==> src/rtl/fetch_ctrl.sv <==
// ---------------------------------------------------------------------------
// fetch_ctrl
//   Sequencing controller for the front-end fetch datapath. Owns the fetch
//   PC, issues 8-byte-aligned I-cache requests (up to MAX_OUTSTANDING in
//   flight), tags each request with the current redirect epoch, steers
//   in-order responses to the instruction buffer (dropping stale ones),
//   arbitrates ROB / fence.i / branch-predictor redirects and sequences the
//   fence.i drain-then-invalidate flow.
//
// Ports
//   clk, rst_n             clock, asynchronous active-low reset
//   rob_redir_val_i/pc_i   ROB redirect, highest priority
//   fence_i_val_i/pc_i     fence.i pulse and resume PC
//   bp_redir_val_i/pc_i    branch-predictor redirect, lowest priority
//   icache_req_rdy_i       cache accepts a request this cycle
//   icache_req_val_o       request valid
//   icache_req_addr_o      request address, bits[2:0] always zero
//   icache_resp_val_i      in-order response strobe
//   icache_inv_o           one-cycle I-cache invalidate pulse
//   ib_free_i              free instruction-buffer slots (0..4)
//   ib_wr_o                write current response into the buffer
//   ib_pc_o                PC of the response block
//   ib_skip0_o             slot 0 of the block is not a valid instruction
//   busy_o                 not in steady RUN or requests still in flight
// ---------------------------------------------------------------------------
module fetch_ctrl #(
  parameter int unsigned               CPU_ADDR_BITS   = 32,
  parameter int unsigned               MAX_OUTSTANDING = 2,
  parameter logic [CPU_ADDR_BITS-1:0]  RESET_PC        = '0
) (
  input  logic                     clk,
  input  logic                     rst_n,
  input  logic                     rob_redir_val_i,
  input  logic [CPU_ADDR_BITS-1:0] rob_redir_pc_i,
  input  logic                     bp_redir_val_i,
  input  logic [CPU_ADDR_BITS-1:0] bp_redir_pc_i,
  input  logic                     fence_i_val_i,
  input  logic [CPU_ADDR_BITS-1:0] fence_i_pc_i,
  input  logic                     icache_req_rdy_i,
  output logic                     icache_req_val_o,
  output logic [CPU_ADDR_BITS-1:0] icache_req_addr_o,
  input  logic                     icache_resp_val_i,
  output logic                     icache_inv_o,
  input  logic [2:0]               ib_free_i,
  output logic                     ib_wr_o,
  output logic [CPU_ADDR_BITS-1:0] ib_pc_o,
  output logic                     ib_skip0_o,
  output logic                     busy_o
);

  localparam int unsigned PTR_W = (MAX_OUTSTANDING > 1) ? $clog2(MAX_OUTSTANDING) : 1;
  localparam int unsigned CNT_W = $clog2(MAX_OUTSTANDING + 1);
  localparam int unsigned CMP_W = (CNT_W > 3) ? CNT_W : 3;

  typedef enum logic [1:0] {
    BOOT  = 2'd0,
    RUN   = 2'd1,
    DRAIN = 2'd2
  } state_e;

  state_e                   state_q, state_d;
  logic [CPU_ADDR_BITS-1:0] pc_q, pc_d;
  logic                     epoch_q, epoch_d;
  logic [CNT_W-1:0]         outstanding_q, outstanding_d;
  logic [PTR_W-1:0]         wr_ptr_q, wr_ptr_d;
  logic [PTR_W-1:0]         rd_ptr_q, rd_ptr_d;

  // Tag FIFO: PC (including bit 2, needed for skip0) and epoch per request
  logic [CPU_ADDR_BITS-1:0] tag_pc_q [MAX_OUTSTANDING];
  logic                     tag_ep_q [MAX_OUTSTANDING];

  logic                     kill;
  logic                     issue;
  logic                     push;
  logic                     pop;
  logic                     inv_fire;
  logic [CPU_ADDR_BITS-1:0] aligned_pc;
  logic [CPU_ADDR_BITS-1:0] head_pc;
  logic                     head_ep;

  function automatic logic [PTR_W-1:0] next_ptr(input logic [PTR_W-1:0] ptr);
    return (ptr == PTR_W'(MAX_OUTSTANDING - 1)) ? '0 : ptr + 1'b1;
  endfunction

  always_comb begin
    // A redirect that is actually honoured this cycle blocks both issue and
    // buffer writes; in DRAIN only the ROB can redirect.
    kill = ((state_q != BOOT) && rob_redir_val_i) ||
           ((state_q == RUN) && (fence_i_val_i || bp_redir_val_i));

    aligned_pc = {pc_q[CPU_ADDR_BITS-1:3], 3'b000};

    // Credit rule: every in-flight request holds one buffer slot in reserve
    issue = (state_q == RUN) && !kill &&
            (outstanding_q < CNT_W'(MAX_OUTSTANDING)) &&
            (CMP_W'(ib_free_i) > CMP_W'(outstanding_q));
    push  = issue && icache_req_rdy_i;
    pop   = icache_resp_val_i && (outstanding_q != '0);

    head_pc = tag_pc_q[rd_ptr_q];
    head_ep = tag_ep_q[rd_ptr_q];

    // Invalidate once the drain is complete, unless a ROB redirect moves the
    // resume point in that same cycle.
    inv_fire = (state_q == DRAIN) && (outstanding_q == '0) && !rob_redir_val_i;

    icache_req_val_o  = issue;
    icache_req_addr_o = issue ? aligned_pc : '0;
    ib_wr_o           = pop && (head_ep == epoch_q) && !kill;
    ib_pc_o           = pop ? head_pc : '0;
    ib_skip0_o        = pop && head_pc[2];
    icache_inv_o      = inv_fire;
    busy_o            = (state_q != RUN) || (outstanding_q != '0);

    outstanding_d = outstanding_q + CNT_W'(push) - CNT_W'(pop);
    wr_ptr_d      = push ? next_ptr(wr_ptr_q) : wr_ptr_q;
    rd_ptr_d      = pop ? next_ptr(rd_ptr_q) : rd_ptr_q;

    state_d = state_q;
    pc_d    = pc_q;
    epoch_d = epoch_q;

    case (state_q)
      BOOT: state_d = RUN;
      RUN: begin
        if (rob_redir_val_i) begin
          pc_d    = rob_redir_pc_i;
          epoch_d = ~epoch_q;
        end else if (fence_i_val_i) begin
          pc_d    = fence_i_pc_i;
          epoch_d = ~epoch_q;
          state_d = DRAIN;
        end else if (bp_redir_val_i) begin
          pc_d    = bp_redir_pc_i;
          epoch_d = ~epoch_q;
        end else if (push) begin
          pc_d = aligned_pc + CPU_ADDR_BITS'(8);
        end
      end
      DRAIN: begin
        if (rob_redir_val_i) begin
          pc_d    = rob_redir_pc_i;
          epoch_d = ~epoch_q;
        end else if (inv_fire) begin
          state_d = RUN;
        end
      end
      default: state_d = BOOT;
    endcase
  end

  // All architectural state, including the tag FIFO storage
  always_ff @(posedge clk or negedge rst_n) begin
    if (!rst_n) begin
      state_q       <= BOOT;
      pc_q          <= RESET_PC;
      epoch_q       <= 1'b0;
      outstanding_q <= '0;
      wr_ptr_q      <= '0;
      rd_ptr_q      <= '0;
      for (int i = 0; i < MAX_OUTSTANDING; i++) begin
        tag_pc_q[i] <= '0;
        tag_ep_q[i] <= 1'b0;
      end
    end else begin
      state_q       <= state_d;
      pc_q          <= pc_d;
      epoch_q       <= epoch_d;
      outstanding_q <= outstanding_d;
      wr_ptr_q      <= wr_ptr_d;
      rd_ptr_q      <= rd_ptr_d;
      if (push) begin
        tag_pc_q[wr_ptr_q] <= pc_q;
        tag_ep_q[wr_ptr_q] <= epoch_q;
      end
    end
  end

endmodule

==> config.mk <==
export PLATFORM = sky130hd
export DESIGN_NAME = fetch_ctrl
export DESIGN_NICKNAME = d
export VERILOG_FILES = /design/src/rtl/fetch_ctrl.sv
export SDC_FILE = /design/constraint.sdc
export NUM_CORES = 1
export LEC_CHECK = 0
export ABC_AREA = 1
export CAP_MARGIN = 20
export CORE_ASPECT_RATIO = 1.75
export CORE_UTILIZATION = 45
export DETAILED_ROUTE_END_ITERATION = 8
export PLACE_DENSITY = 0.75
export RECOVER_POWER = 100
export SLEW_MARGIN = 20
export SYNTH_ARGS = -nofsm -noshare
export SYNTH_HDL_FRONTEND = slang
export SYNTH_SLANG_ARGS = --single-unit
export TNS_END_PERCENT = 30
==> constraint.sdc <==
create_clock -name clk -period 2.7 [get_ports clk]
set_clock_uncertainty 0.05 [all_clocks]
set_input_delay 0.54 -clock clk [delete_from_list [all_inputs] [get_ports clk]]
set_output_delay 0.54 -clock clk [all_outputs]
set_load 0.05 [all_outputs]
After elaboration in Yosys (flattened, before gate mapping)
Cells that the tools add are included.
{"block": "totals", "word_cells": 92, "regBits": 105}
{"block": "classes", "n_lt_le_gt_ge": 5, "n_reduce_logical": 26, "eq_ne": 11, "muxes": 32, "n_addsub": 5, "bitwise": 3}
{"cell": "$mux W32", "count": 11}
{"cell": "$bwmux W64", "count": 1}
{"cell": "$pmux W32 S2", "count": 1}
{"cell": "$add A32 B4 Y32 const B", "count": 1}
{"cell": "$demux W32 S1", "count": 1}
{"cell": "$logic_and A1 B1 Y1", "count": 13}
{"cell": "$mux W1", "count": 10}
{"cell": "$ne A2 B2 Y1 const B", "count": 5}
{"cell": "$mux W2", "count": 4}
{"cell": "$pmux W2 S3", "count": 1}
{"cell": "$reduce_and A3 Y1", "count": 2}
{"cell": "$reduce_bool A2 Y1", "count": 3}
{"cell": "$ne A5 B5 Y1 const B", "count": 1}
{"cell": "$ge A2 B2 Y1 const B", "count": 2}
{"cell": "$logic_not A2 Y1", "count": 2}
{"cell": "$ne A4 B4 Y1 const B", "count": 1}
{"cell": "$not A1 Y2", "count": 2}
{"cell": "$reduce_and A4 Y1", "count": 1}
{"cell": "$gt A3 B2 Y1", "count": 1}
{"cell": "$logic_or A1 B1 Y1", "count": 3}
{"cell": "$add A1 B1 Y1 const B", "count": 2}
{"cell": "$add A2 B1 Y2", "count": 1}
{"cell": "$bwmux W2", "count": 1}
{"cell": "$eq A2 B1 Y1 const B", "count": 1}
{"cell": "other kinds (10)", "count": 11}

Depth between registers and ports, before layout
Gate-level depths: netlist (run 1).
{"block": "depth", "word_depth": 13, "mapped_depth": 14, "ltp_nobuf": 13}

Worst setup path before layout (run 1)
Ideal clock, no wire load.
{"block": "synth_timing", "kind": "input to output", "start": "input port ib_free_i[1]", "end": "output port icache_req_addr_o[21]", "path_stages": 9, "slack_ps": -24, "t_arrival_ps": 2134, "cell_sequence": "ha_1 nand2_1 nand2_1 nand2_1 nand2_1 nand2_1 buf_2 buf_1 nor2_1"}
{"block": "synth_via", "elab_chain_len": 3}
{"element": "start: declaration", "line": "44", "text": "input logic [2:0] ib_free_i,"}
{"element": "$gt A3 B2 Y1", "line": "96", "text": "(CMP_W'(ib_free_i) > CMP_W'(outstanding_q));"}
{"element": "$logic_and A1 B1 Y1", "line": "95", "text": "(outstanding_q < CNT_W'(MAX_OUTSTANDING)) &&"}
{"element": "$mux W32", "line": "108", "text": "icache_req_addr_o = issue ? aligned_pc : '0;"}
{"element": "end: declaration", "line": "41", "text": "output logic [CPU_ADDR_BITS-1:0] icache_req_addr_o,"}
Every way passes these cells.

Worst setup path in the final report (run 1)
{"block": "layout_timing", "start": "register state_q[0]", "end": "output port icache_req_addr_o[18]"}
{"block": "layout_via", "elab_chain_len": 8, "elab_cells_between_ends": 10, "classes_between": "eq/ne: 1; mux: 1; reduce/logical: 8"}
{"element": "start: declaration", "line": "61", "text": "state_e state_q, state_d;"}
{"element": "start signal: assignment", "line": "166", "text": "state_q <= state_d;"}
{"element": "$eq A2 B1 Y1 / $reduce_bool A2 Y1 (equally long branches)", "line": "89, 94, 88"}
{"element": "$logic_and A1 B1 Y1, on equally long branches", "line": "89, 88"}
{"element": "$logic_or A1 B1 Y1", "line": "88", "text": "kill = ((state_q != BOOT) && rob_redir_val_i) ||"}
{"element": "$logic_not A1 Y1", "line": "94", "text": "issue = (state_q == RUN) && !kill &&"}
{"element": "$logic_and A1 B1 Y1 (*) (2 in a row)", "line": "94"}
{"element": "$logic_and A1 B1 Y1 (*)", "line": "95"}
{"element": "$mux W32 (*)", "line": "108"}
Every way passes the cells marked *; elsewhere a longest branch is shown, timed or not.

==> flow_metrics.py, run 1 <==
metrics = {
    "clock_tree": {
        "numCtsBuffers": 9,
        "cts_root_buf": "clkbuf_16",
        "clk_latency_ps": 350,
        "h-tree-depth": 3,
        "cts_tree": "built",
        "cts.sinks": 105,
        "clockBufferDepth": 2,
        "clkTransAtPathRegs_ps": 80,
    },
    "setup_path": {
        "crit_arrival_ps": 1990,
        "regToRegSetupSlack_ps": 200,
        "crit_chain": "inv_1 -> ha_1 -> inv_1 -> nand2_1 -> nand3_2 -> nor2_4 -> nand2_4 -> buf_6 -> nor2_2 -> buf_12",
        "crit_start": "state_q[0]",
        "cpLargestDelayFamily": "simple AND/OR/NAND/NOR gates",
        "worstSetupPathType": "reg2out",
        "crit_path_max_fanout": 7,
        "r2r_start": "outstanding_q[1]",
        "required_ps": 2110,
        "cp-start-kind": "flop",
        "worst_path_most_repeated_cell": "inv_1",
        "slowest_delay_ps": 420,
        "end_kind": "output pin",
        "reg2reg_to": "pc_q[29]",
        "reg2reg_depth": 15,
        "slowest_stage": "dfrtp_1",
        "crit_buf_inv": 4,
    },
    "placement": {
        "place_area_mm2": 0.00886,
        "post-place-ws_ps": -72.0,
        "io_buffers": 171,
        "place_congestion": 0.917,
        "dp_hpwl_mm": 14.5,
        "place_inst": 1331,
    },
    "timing": {
        "tightest_slew_ps": 2050,
        "period_minus_slack_ps": 2580,
        "fin_crit_sh": 0.955,
        "fmax_mhz": 388,
        "holdWs_ps": 434,
        "worst_slack_ps": 123,
        "hold_viol": 0,
        "maxSlewViolCount": 36,
        "setup_viol": 0,
        "slew_headroom": -0.369,
        "rsz0062_at_grt": "no",
    },
    "yosys": {
        "synthFlopType": "dfrtp_1",
        "yosysTopAreaCell": "dfrtp_1",
        "ys.warnings.count": 0,
        "synth_edf_count": 0,
        "yosysUniqueCellTypes": 36,
        "yosysTopAreaCellShare": 0.396,
        "netlist_area_mm2": 0.00664,
        "netlist_instances": 1003,
        "seq_area_frac_synth": 0.396,
        "synthTopCellsByArea": "dfrtp_1 (40%), nand2_1 (21%), o21ai_0 (8.3%)",
        "ys_ff_latch": 105,
        "syn_area_per_cell_um2": 6.62,
        "yosys.cell_count.top_type": "nand2_1",
        "synth_commonest_cells": "nand2_1 (369), nor2_1 (128), inv_1 (119)",
        "synth-async-reset-ratio": 1.00,
    },
    "power": {
        "p_switching_uw": 4130,
        "p_clk_frac": 0.157,
        "p_sw_frac": 0.498,
        "p_leak_uw": 0.00440,
        "combPwrFrac": 0.504,
        "p_per_area_mw_per_mm2": 928,
        "seqPwrFrac": 0.340,
        "irDropWorstVdd_mv": 0.449,
        "p_int_uw": 4170,
    },
    "detailed_routing": {
        "drc": 0,
        "vias": 6803,
        "drtAntennaViolNets": 0,
        "drtIter0Drc": 355,
        "finalWirelength_mm": 19.2,
        "dr.pass1.iters": 5,
        "vias_per_cell": 5.03,
        "wl_per_cell_um": 14.2,
    },
    "die": {
        "die-area_mm2": 0.0153,
        "start_util": 0.462,
        "dieWidth_um": 93.8,
        "dieHeight_um": 163,
        "io_pins": 175,
        "fp.coreArea_mm2": 0.0144,
        "num_rows": 58,
    },
    "finish": {
        "fin_cells": 1352,
        "nFillCells": 1338,
        "drive_gt1_frac": 0.137,
        "antenna-diode-count": 0,
        "area_growth_pct": 34.6,
        "fin_util": 0.622,
        "multi_input_area_mm2": 0.00349,
        "seq_area_mm2": 0.00263,
        "nets": 1282,
        "final_cell_area_mm2": 0.00893,
    },
    "min_path": {
        "min_to": "tag_pc_q[1]",
        "hold_path_class": "reg2reg",
        "hold_path_depth": 2,
        "hold_start": "tag_pc_q[1]",
    },
    "global_routing": {
        "gr-usage-all-layers": 0.259,
        "grt_pass1_vias": 6349,
        "grt_pass1_wl_mm": 31.0,
        "grt_start_max_net_pins": 57,
        "gr-total-overflow": 0,
        "antenna_found_initial": 0,
    },
    "status": {
        "status": "finished, violations left",
        "violations": "max-capacitance violations, max-slew violations",
    },
    "job": {
        "max-cap-violations": 1,
    },
}
## timing repair
action                                 in CTS  in global routing
setup buffers                               0                  2
cloned                                      0                  3
setup endpoints to repair                  30                 31
hold buffers                                0                  0
gates resized for setup                    10                 59
endpoints found under the hold margin       0                  0
pin swaps                                   0                  8
## worst reg2reg max path, cell delays in order (launching register included)
cell and delay (ps):
dfrtp_1 380, inv_1 80, ha_1 310, nand2_1 70, nand2_1 50, nand2_1 70
nand2_2 80, clkbuf_4 140, nand3_1 110, buf_4 150, nand2_1 50, nand2_1 180
clkbuf_4 440, nor2_1 100, nand2_1 80, nand2_1 40
## routing by layer
metal | GRT usage | share of wire | vias up
li1 | - | - | 3444
met1 | 0.340 | 0.42 | 3112
met2 | 0.439 | 0.51 | 218
met3 | 0.0247 | 0.042 | 29
met4 | 0.0965 | 0.029 | 0
met5 | 0 | 0 | -
## cells in the final DEF (no fill, tap or decap), types with 3 or more instances in the layout
cell type,instances
buf_4,39
o21ai_0,118
nor2_4,30
a22o_1,4
clkbuf_4,18
clkbuf_1,3
a31o_2,3
inv_6,4
buf_6,5
or2_2,5
clkdlybuf4s50_1,100
conb_1,3
buf_2,21
a21oi_1,10
nor2_2,3
dlymetal6s2s_1,4
dfrtp_1,104
buf_12,7
nand2_1,367
clkbuf_2,6
a221oi_1,20
inv_1,119
nor2_1,98
ha_1,9
xor2_1,6
clkbuf_16,9
nand3_1,32
## flip-flops by register name, summed over array words and instances, names as in the netlist
register,flops
epoch_q,1
outstanding_q,2
tag_pc_q,64
state_q,2
tag_ep_q,2
rd_ptr_q,1
pc_q,32
wr_ptr_q,1
## power by group through the flow
| stage | Sequential [µW] | Combinational (µW) | Clock (µW) |
|---|---|---|---|
| after floorplan | 2590 | 3000 | 0 |
| after detailed placement | 2820 | 4230 | 0 |
| after global routing | 2900 | 4670 | 1370 |
| after CTS | 2800 | 4260 | 1310 |
| final | 2820 | 4170 | 1300 |
| after global placement | 2810 | 4170 | 0 |
## metrics by stage
stage / power (µW) / TNS [ps]
6_report: 8290 / 0
5_1_grt: 8940 / 0
4_1_cts: 8370 / -990
3_5_place_dp: 7050 / -1340
3_3_place_gp: 6980 / -647
2_1_floorplan: 5590 / -244
## final cells by class
cell class | count | share of cell area
Clock buffer | 10 | 0.0268
Timing Repair Buffer | 204 | 0.205
Inverter | 122 | 0.0513
Tap cell | 180 | 0.0252
Clock inverter | 6 | 0.00658
Sequential cell | 105 | 0.294
Multi-Input combinational cell | 725 | 0.391
## cell families (layout without fill, tap and decap cells)
kind of cell,Yosys count,in the layout,synth area share
buf+inv,175,342,0.111
simple gates,544,544,0.326
flops,105,105,0.396
other cells,1,3,0.000565
compound gates,161,161,0.139
fa+ha+maj,9,9,0.0170
xor+xnor,8,8,0.0106
## worst max path at each step
stage / endpoint / slack (ps) / cells after the start
floorplan: icache_req_addr_o[21] / -20 / 9
global placement: icache_req_addr_o[18] / -30 / 10
detailed placement: icache_req_addr_o[27] / -70 / 10
CTS: icache_req_addr_o[30] / -60 / 10
global route: pc_q[25] / 9 / 15
finish: icache_req_addr_o[18] / 120 / 10
Power figures use the tool's default switching activity.
==> run 2: changes to the inputs <==
Settings changed: CTS_CLUSTER_DIAMETER set to 50, TNS_END_PERCENT 30 to unset.
==> results of run 2 <==
Final layout, timing and power as in run 1 (identical DEF).
